===== config.mk =====
export PLATFORM = sky130hd
export DESIGN_NAME = inst_fetcher_flat
export DESIGN_NICKNAME = d
export VERILOG_FILES = /design/src/rtl/inst_fetcher_if.sv /design/src/rtl/inst_fetcher.sv /design/src/flat_wrapper.sv
export SDC_FILE = /design/constraint.sdc
export NUM_CORES = 1
export LEC_CHECK = 0
export ABC_AREA = 1
export BUFFER_PORTS_ARGS = -buffer_cell sky130_fd_sc_hd__buf_2
export CORE_ASPECT_RATIO = 1.1
export CORE_MARGIN = 2
export CORE_UTILIZATION = 55
export DETAILED_ROUTE_END_ITERATION = 16
export PLACE_DENSITY = 0.78
export REMOVE_ABC_BUFFERS = 1
export SETUP_SLACK_MARGIN = 0.05
export SYNTH_ARGS = -nofsm -noshare
export SYNTH_HDL_FRONTEND = slang
export SYNTH_SLANG_ARGS = --single-unit

===== constraint.sdc =====
create_clock -name clk -period 6.45 [get_ports clk]
set_input_delay 0 -clock clk [delete_from_list [all_inputs] [get_ports clk]]
set_output_delay 0 -clock clk [all_outputs]
set_load 0.01 [all_outputs]

===== src/rtl/inst_fetcher_if.sv =====
// Fetch-stage bus: memory controller request/response, IQ head, ROB flush.
interface inst_fetcher_if;
  logic        mc_req;
  logic [31:0] mc_addr;
  logic        mc_done;
  logic [31:0] mc_inst;
  logic        iq_valid;
  logic [31:0] iq_inst;
  logic [31:0] iq_pc;
  logic        iq_pred_jump;
  logic        issue_ready;
  logic        rollback;
  logic [31:0] rollback_pc;

  modport master (
    output mc_req, mc_addr,
    input  mc_done, mc_inst,
    output iq_valid, iq_inst, iq_pc, iq_pred_jump,
    input  issue_ready, rollback, rollback_pc
  );

  modport slave (
    input  mc_req, mc_addr,
    output mc_done, mc_inst,
    input  iq_valid, iq_inst, iq_pc, iq_pred_jump,
    output issue_ready, rollback, rollback_pc
  );
endinterface


===== src/rtl/inst_fetcher.sv =====
// Instruction fetch with show-ahead instruction queue,
// static JAL redirect and ROB rollback flush.
module inst_fetcher #(
  parameter int IQ_DEPTH = 8,
  parameter int IQ_AW    = 3
) (
  input logic          clk,
  input logic          rst,
  input logic          rdy,
  inst_fetcher_if.master bus
);

  typedef enum logic [1:0] {
    IDLE,
    WAIT,
    DISCARD
  } state_t;

  state_t state, state_nx;

  logic [31:0] pc, pc_nx;
  logic        req, req_nx;
  logic [31:0] addr, addr_nx;

  logic [31:0] q_pc   [IQ_DEPTH];
  logic [31:0] q_inst [IQ_DEPTH];
  logic        q_pj   [IQ_DEPTH];

  logic [IQ_AW-1:0] head, tail;
  logic [IQ_AW:0]   count;

  logic        valid, full;
  logic        push, pop, flush;
  logic        jal;
  logic [31:0] jimm;

  assign flush = bus.rollback;
  assign valid = (count != '0);
  assign full  = (count == (IQ_AW+1)'(IQ_DEPTH));
  assign pop   = valid && bus.issue_ready && !flush;

  assign jal  = (bus.mc_inst[6:0] == 7'b1101111);
  assign jimm = {{12{bus.mc_inst[31]}},
                 bus.mc_inst[19:12],
                 bus.mc_inst[20],
                 bus.mc_inst[30:21],
                 1'b0};

  always_comb begin
    state_nx = state;
    pc_nx    = pc;
    req_nx   = req;
    addr_nx  = addr;
    push     = 1'b0;
    unique case (state)
      IDLE: begin
        if (!flush && !full) begin
          state_nx = WAIT;
          req_nx   = 1'b1;
          addr_nx  = pc;
        end
      end
      WAIT: begin
        if (bus.mc_done) begin
          state_nx = IDLE;
          req_nx   = 1'b0;
          if (!flush) begin
            push  = 1'b1;
            pc_nx = jal ? pc + jimm : pc + 32'd4;
          end
        end else if (flush) begin
          state_nx = DISCARD;
        end
      end
      DISCARD: begin
        if (bus.mc_done) begin
          state_nx = IDLE;
          req_nx   = 1'b0;
        end
      end
      default: state_nx = IDLE;
    endcase
    // restart pc wins over any fall-through or redirect
    if (flush) pc_nx = bus.rollback_pc;
  end

  always_ff @(posedge clk) begin
    if (rst) begin
      state <= IDLE;
      pc    <= '0;
      req   <= 1'b0;
      addr  <= '0;
      head  <= '0;
      tail  <= '0;
      count <= '0;
    end else if (rdy) begin
      state <= state_nx;
      pc    <= pc_nx;
      req   <= req_nx;
      addr  <= addr_nx;
      if (flush) begin
        head  <= '0;
        tail  <= '0;
        count <= '0;
      end else begin
        if (push) tail <= tail + IQ_AW'(1);
        if (pop)  head <= head + IQ_AW'(1);
        if (push && !pop)
          count <= count + (IQ_AW+1)'(1);
        else if (pop && !push)
          count <= count - (IQ_AW+1)'(1);
      end
    end
  end

  always_ff @(posedge clk) begin
    if (!rst && rdy && push) begin
      q_pc[tail]   <= pc;
      q_inst[tail] <= bus.mc_inst;
      q_pj[tail]   <= jal;
    end
  end

  assign bus.mc_req       = req;
  assign bus.mc_addr      = addr;
  assign bus.iq_valid     = valid;
  assign bus.iq_pc        = valid ? q_pc[head]   : '0;
  assign bus.iq_inst      = valid ? q_inst[head] : '0;
  assign bus.iq_pred_jump = valid ? q_pj[head]   : 1'b0;

endmodule


===== src/flat_wrapper.sv =====
// flat-port wrapper written by rule: the top's interface ports become plain ports
module inst_fetcher_flat 
#(
  parameter int IQ_DEPTH = 8,
  parameter int IQ_AW    = 3
)
  (clk, rst, rdy, bus_mc_req, bus_mc_addr, bus_mc_done, bus_mc_inst, bus_iq_valid, bus_iq_inst, bus_iq_pc, bus_iq_pred_jump, bus_issue_ready, bus_rollback, bus_rollback_pc);
  inst_fetcher_if bus_i ();
  input logic clk;
  input logic rst;
  input logic rdy;
  output wire logic [$bits(bus_i.mc_req)-1:0] bus_mc_req;
  output wire logic [$bits(bus_i.mc_addr)-1:0] bus_mc_addr;
  input wire logic [$bits(bus_i.mc_done)-1:0] bus_mc_done;
  input wire logic [$bits(bus_i.mc_inst)-1:0] bus_mc_inst;
  output wire logic [$bits(bus_i.iq_valid)-1:0] bus_iq_valid;
  output wire logic [$bits(bus_i.iq_inst)-1:0] bus_iq_inst;
  output wire logic [$bits(bus_i.iq_pc)-1:0] bus_iq_pc;
  output wire logic [$bits(bus_i.iq_pred_jump)-1:0] bus_iq_pred_jump;
  input wire logic [$bits(bus_i.issue_ready)-1:0] bus_issue_ready;
  input wire logic [$bits(bus_i.rollback)-1:0] bus_rollback;
  input wire logic [$bits(bus_i.rollback_pc)-1:0] bus_rollback_pc;
  assign bus_mc_req = bus_i.mc_req;
  assign bus_mc_addr = bus_i.mc_addr;
  assign bus_i.mc_done = bus_mc_done;
  assign bus_i.mc_inst = bus_mc_inst;
  assign bus_iq_valid = bus_i.iq_valid;
  assign bus_iq_inst = bus_i.iq_inst;
  assign bus_iq_pc = bus_i.iq_pc;
  assign bus_iq_pred_jump = bus_i.iq_pred_jump;
  assign bus_i.issue_ready = bus_issue_ready;
  assign bus_i.rollback = bus_rollback;
  assign bus_i.rollback_pc = bus_rollback_pc;
  inst_fetcher #(.IQ_DEPTH(IQ_DEPTH), .IQ_AW(IQ_AW)) u_core (.clk(clk), .rst(rst), .rdy(rdy), .bus(bus_i));
endmodule

==> results.toml, run 1 <==
[run]
max_cap_viol_count = 0

[synthesis]
synth_compound_gate_area_share_pct = 13.0
yosys.area.top_type_share_pct = 58.2
yosysSeqAreaShare_pct = 64.2
netlist_area_mm2 = 0.0268
avgSynthCellArea_um2 = 10.1
synth_seq_cells = 600
muxShareOfSynthArea_pct = 0
ys_dominant_reg_cell = "edfxtp_1"
postSynthCellCount = 2667
synthSimpleGateAreaFrac_pct = 15.0
post-synth-top-area-cell = "edfxtp_1"
synth-xor-area-share_pct = 0.784
yosysWarnings = 0
post-synth-top-count-cell = "edfxtp_1"
synth_enable_flop_cells = 520
postSynth.asyncResetShare_pct = 0
synth-adder-area-share_pct = 1.97
largest_family_of_logic_cells_by_synthesized_area = "simple AND/OR/NAND/NOR gates"
ys_types = 42
top_cells_by_area_synth = "edfxtp_1, o21ai_0, nor2_1"
synth_commonest_cells = "edfxtp_1, nor2_1, o21ai_0"

[timing]
fmax_mhz = 251
timing.max_slew.rel_slack_pct = 16.1
grt_setup_unrepaired = "no"
final_period_minus_worst_setup_slack_ps = 3990
final-max-slew-violation-count = 0
finalSetupViolations = 0
tightest_slew_ps = 1260
setup_tns_ps = 0
finalClockSkew_ps = 22.0
fin_crit_sh_pct = 61.8
final_critical_path_setup_slack_ps = 2460
hold_viol_final = 0

[place]
post-dp-hpwl_um = 41800
place.gp.congestion = 0.975
placedInstanceArea_mm2 = 0.0281
place_ws_ps = 2720
numPortBuffers = 168

[global_route]
grt-ovfl-total = 0
wire_length_of_the_first_global_routing_pass_um = 111000
grt_usage_pct = 27.9
met2_track_utilization_from_global_routing_pct = 47.3
met3_usage_pct = 3.28
grt_max_degree = 166
gr-usage-met1_pct = 37.5
number_of_antenna_violations_at_the_first_check_in_global_routing = 0
first_global_vias = 20091
grt.busiest_layer = "met2"

[cts]
cts_htree_levels = 2
cts-buffers-inserted = 56
clkSlewWorstSetupHoldPaths_ps = 60
clock-root-buffer = "clkbuf_16"
tritoncts = "yes"
ctsLongestPathBuffers = 3
cts_resized = 0
clk-insertion-delay-late_ps = 620
cts_num_sinks = 600

[power_and_ir_drop]
power_frac_comb_pct = 10.2
leak_nw = 11.5
power-per-cell-area_mw_per_mm2 = 278
power.share.sequential_pct = 50.9
power.switching_fraction_pct = 24.5
power.ir.vdd_worst_v = 0.000233
total_switching_power_w = 0.00209
p_int_w = 0.00644
fin_total_pwr_w = 0.00853
clkPwrFrac_pct = 38.9

[die]
die_height_um = 236
start_util_pct = 55.9
design.die.area_mm2 = 0.0506
num_rows = 84
pin_count = 169
chipWidth_um = 215
core_area_mm2 = 0.0480

[layout]
final.fill_count = 3742
drive_above_1_share_pct = 10.6
num-nets-final = 2959
stdcell_area_mm2 = 0.0307
area_delta_synth_final_pct = 14.3

[routing]
drt-initial-drc-count = 2077
overall_via_count_from_detail_route = 20536
drc = 0
vias_per_cell = 5.80
final_antenna_net_count = 0
detailedRoute.firstPassIterationCount = 6
wirelength_um = 71700
wl_per_cell_um = 20.3

[setup_path]
critical_path_start_end_classification = "reg -> out"
worstSetupStartpointType = "register"
critPathMaxFanout = 86
crit_chain = "buf_4 -> buf_4 -> o21ai_0 -> o22ai_1 -> o21ai_0 -> a31oi_1 -> buf_2"
cp.required_ps = 6450
worst_stage_delay_on_the_critical_path_ps = 810
critical_path.endpoint_type = "output port"
arrival_ps = 3990
critPathSlowestCell = "buf_4"

[outcome]
run_status = "complete, no violations"

[hold_path]
hold_path.class = "in -> reg"
## critical path, delay by kind of cell (launching register included)
| kind | cells | cell delay (ps) |
|---|---|---|
| buffers and inverters | 3 | 1630 |
| DFF | 1 | 730 |
| AOI/OAI and AO/OA | 4 | 860 |
## flip-flops by register name (all words and copies together), names as in the netlist, named ones only
name                count
u_core.bus.mc_addr     32
u_core.bus.mc_req       1
u_core.count            4
u_core.head             3
u_core.pc              32
u_core.q_inst         256
u_core.q_pc           256
u_core.q_pj             8
u_core.state            2
u_core.tail             3
## placed cells by master (no fill, tap or decap), types with 11 or more instances in the layout
master,count
nor3_1,17
dlygate4sd3_1,74
clkbuf_16,56
xor2_1,20
o21ai_0,396
o21ai_1,24
nand2_1,392
edfxtp_1,520
clkinv_1,11
ha_1,39
dfxtp_1,78
o22ai_1,66
nand3_1,70
a31oi_1,66
buf_2,168
buf_4,20
nor2_1,485
a21oi_1,97
inv_1,190
## power by group through the flow
stage / logic, W / registers, W / clock network, W
after floorplan: 0.000487 / 0.00442 / 0
after global placement: 0.000797 / 0.00442 / 0
after detailed placement: 0.000818 / 0.00442 / 0
after CTS: 0.000860 / 0.00434 / 0.00334
after global routing: 0.000961 / 0.00435 / 0.00349
final: 0.000869 / 0.00434 / 0.00332
## final cells by class
type | count | area [µm²] | share of cell area (%)
diodes | 1 | 2.50 | 0.00816
repair buffers | 262 | 1730 | 5.65
clock buffers | 66 | 1450 | 4.72
clock inverters | 37 | 388 | 1.26
inverters | 198 | 753 | 2.46
flip-flops and latches | 600 | 17200 | 56.2
multi-input cells | 1730 | 8320 | 27.1
well taps | 645 | 807 | 2.63
## routing by layer
| metal | wire (µm) | part of all wire, % |
|---|---|---|
| met3 | 5210 | 7.3 |
| met5 | 0 | 0 |
| met1 | 29400 | 41 |
| met2 | 35200 | 49 |
| met4 | 1970 | 2.7 |
## cells by family (layout without fill, tap and decap cells)
kind of cell    after synthesis  count (layout)
simple gates               1006            1006
compound gates              659             659
flops                       600             600
buf+inv                     337             563
fa+ha+maj                    41              41
xor+xnor                     24              24
other cells                   0               1
## timing repair
action,in CTS,in global routing
buffers inserted,0,0
hold buffers,74,0
hold endpoints to repair,301,0
## final timing paths
check | start | to | slack (ps) | cells past startpoint
worst max-delay path | register | bus_iq_pc[14] | 2460 | 7
worst min-delay path | bus_rollback | u_core.pc[3] | 110 | 3
worst max register to register | u_core.state[1] | u_core.q_inst[6][22] | 2620 | 7
worst min register to register | u_core.bus.mc_addr[1] | u_core.bus.mc_addr[1] | 440 | 2
## stage by stage
step	utilization (%)	cells	hold WS, ps
floorplan	-	2528	69.1
global placement	58.5	3361	257
detailed placement	58.5	3361	265
CTS	63.9	3538	61.2
global route	63.9	3538	98.9
finish	63.9	3539	105
Power figures use the tool's default switching activity.
==> run 2: changes to the inputs <==
- clock period: 6.45 -> 3.3 ns (I/O delays scaled with it)
==> run 2 against run 1 <==
Total power increased by 96%; via count increased by 1.1%; register-to-register slack got worse by 2200 ps; critical path type is now reg -> reg; die area unchanged.
==> results.toml, run 2 (synthesis results as in run 1) <==
[outcome]
run_status = "complete, no violations"

[cts]
postCtsSetupRepairBufs = 0
clock-root-buffer = "clkbuf_16"
cts_num_sinks = 600
clkSlewWorstSetupHoldPaths_ps = 60
ctsLongestPathBuffers = 3
tritoncts = "yes"
cts-buffers-inserted = 56
clk-insertion-delay-late_ps = 620
cts_htree_levels = 2

[place]
numPortBuffers = 168
place.detailed.instances = 3400
place.gp.congestion = 0.969
placedInstanceArea_mm2 = 0.0286
post-dp-hpwl_um = 44300

[global_route]
first_global_vias = 20259
grt-ovfl-total = 0
grt_max_degree = 141
grt_usage_pct = 28.6
wire_length_of_the_first_global_routing_pass_um = 113000
number_of_antenna_violations_at_the_first_check_in_global_routing = 1

[setup_path]
arrival_ps = 3430
cp.required_ps = 3810
source_of_the_worst_register_to_register_timing_path = "u_core.state[1]"
timing.reg2reg.setup_slack_ps = 380
worstSetupStartpointType = "register"
reg2regPathDepth = 14
critical_path_start_end_classification = "reg -> reg"
critPathMaxFanout = 5
crit-reg2reg-capture = "u_core.count[3]"
critical_path.endpoint_type = "register"

[die]
start_util_pct = 55.9
num_rows = 84
pin_count = 169
core_area_mm2 = 0.0480
die_height_um = 236
design.die.area_mm2 = 0.0506
chipWidth_um = 215

[timing]
setup_tns_ps = 0
timing.max_slew.rel_slack_pct = 39.1
grt_setup_unrepaired = "no"
finalSetupViolations = 0
fin_crit_sh_pct = 88.5
tightest_slew_ps = 913
final_period_minus_worst_setup_slack_ps = 2920
hold_slack_ps = 222
final-max-slew-violation-count = 0
hold_viol_final = 0
fmax_mhz = 342
finalClockSkew_ps = 20.9

[hold_path]
hold-path-cell-count = 2
min_to = "u_core.q_inst[2][3]"
hold_path.class = "in -> reg"
min-delay-start = "bus_mc_inst[3]"

[routing]
wl_per_cell_um = 20.3
vias_per_cell = 5.80
final_antenna_net_count = 0
drt-initial-drc-count = 2117
wirelength_um = 72800
drc = 0
detailedRoute.firstPassIterationCount = 6
overall_via_count_from_detail_route = 20756

[layout]
num-nets-final = 3001
area_delta_synth_final_pct = 16.5
layout_commonest_cell = "edfxtp_1"
stdcell_area_mm2 = 0.0312
drive_above_1_share_pct = 11.8
mostFrequentLayoutCells = "edfxtp_1, nor2_1, o21ai_0, nand2_1, inv_1"
fin_cells = 3581
final.fill_count = 3650
biggestRegsByFlops = "u_core.q_inst x256, u_core.q_pc x256"

[power_and_ir_drop]
power.ir.vdd_worst_v = 0.000497
fin_total_pwr_w = 0.0167
leak_nw = 11.8
power-per-cell-area_mw_per_mm2 = 536

[run]
max_cap_viol_count = 0
[run 2: per-stage QoR]
stage                     setup slack, ps  util, %
after floorplan                     -3990        -
after global placement                665     59.6
after detailed placement              597     59.6
after CTS                             379     65.0
after global routing                 69.8     65.1
final                                 379     65.1
[run 2: per-layer routing]
layer,up-vias,track usage (%),wire length [µm]
li1,9688,-,-
met1,9907,38.0,29200
met2,988,47.9,35400
met3,173,4.15,5700
met4,0,10.7,2460
met5,-,0,0
[run 2: where the power goes]
group | switching (W) | internal, W | leakage [nW]
clock network | 0.00279 | 0.00369 | 0.895
logic | 0.00124 | 0.000623 | 5.54
registers | 0.0000943 | 0.00832 | 5.40
[run 2: area by class of cell]
| type | instances | area (µm²) | share of cell area [%] |
|---|---|---|---|
| inverters | 198 | 753 | 2.41 |
| repair buffers | 304 | 2300 | 7.38 |
| flip-flops and latches | 600 | 17200 | 55.1 |
| clock inverters | 32 | 334 | 1.07 |
| clock buffers | 71 | 1500 | 4.80 |
| multi-input cells | 1730 | 8320 | 26.6 |
| well taps | 645 | 807 | 2.58 |
| diodes | 1 | 2.50 | 0.00801 |
[run 2: worst max path at each step]
stage | from | end | slack (ps) | cells past startpoint
final | u_core.state[1] | u_core.count[3] | 380 | 14
after global placement | u_core.state[1] | u_core.q_pc[6][30] | 660 | 7
after CTS | u_core.state[1] | u_core.count[3] | 380 | 14
after global routing | u_core.state[1] | u_core.count[3] | 70 | 14
after floorplan | register | bus_iq_inst[10] | -3990 | 5
after detailed placement | u_core.state[1] | u_core.q_pc[2][27] | 600 | 7
[run 2: what timing repair did]
| action | in CTS | in global routing |
|---|---|---|
| resized for setup | 0 | 1 |
| hold endpoints to repair | 301 | 0 |
| hold buffers | 77 | 0 |
| setup endpoints to repair | 0 | 1 |
[run 2: worst max-delay path: stages (launching register included)]
cell	delay [ps]
dfxtp_1	330
inv_1	110
ha_1	200
inv_1	70
nor3_2	210
nand2_2	150
ha_1	350
a21oi_1	160
nand2_1	70
xor2_1	160
xor2_1	170
nor2_1	70
a21oi_1	150
nor2_1	60
dlygate4sd3_1	550
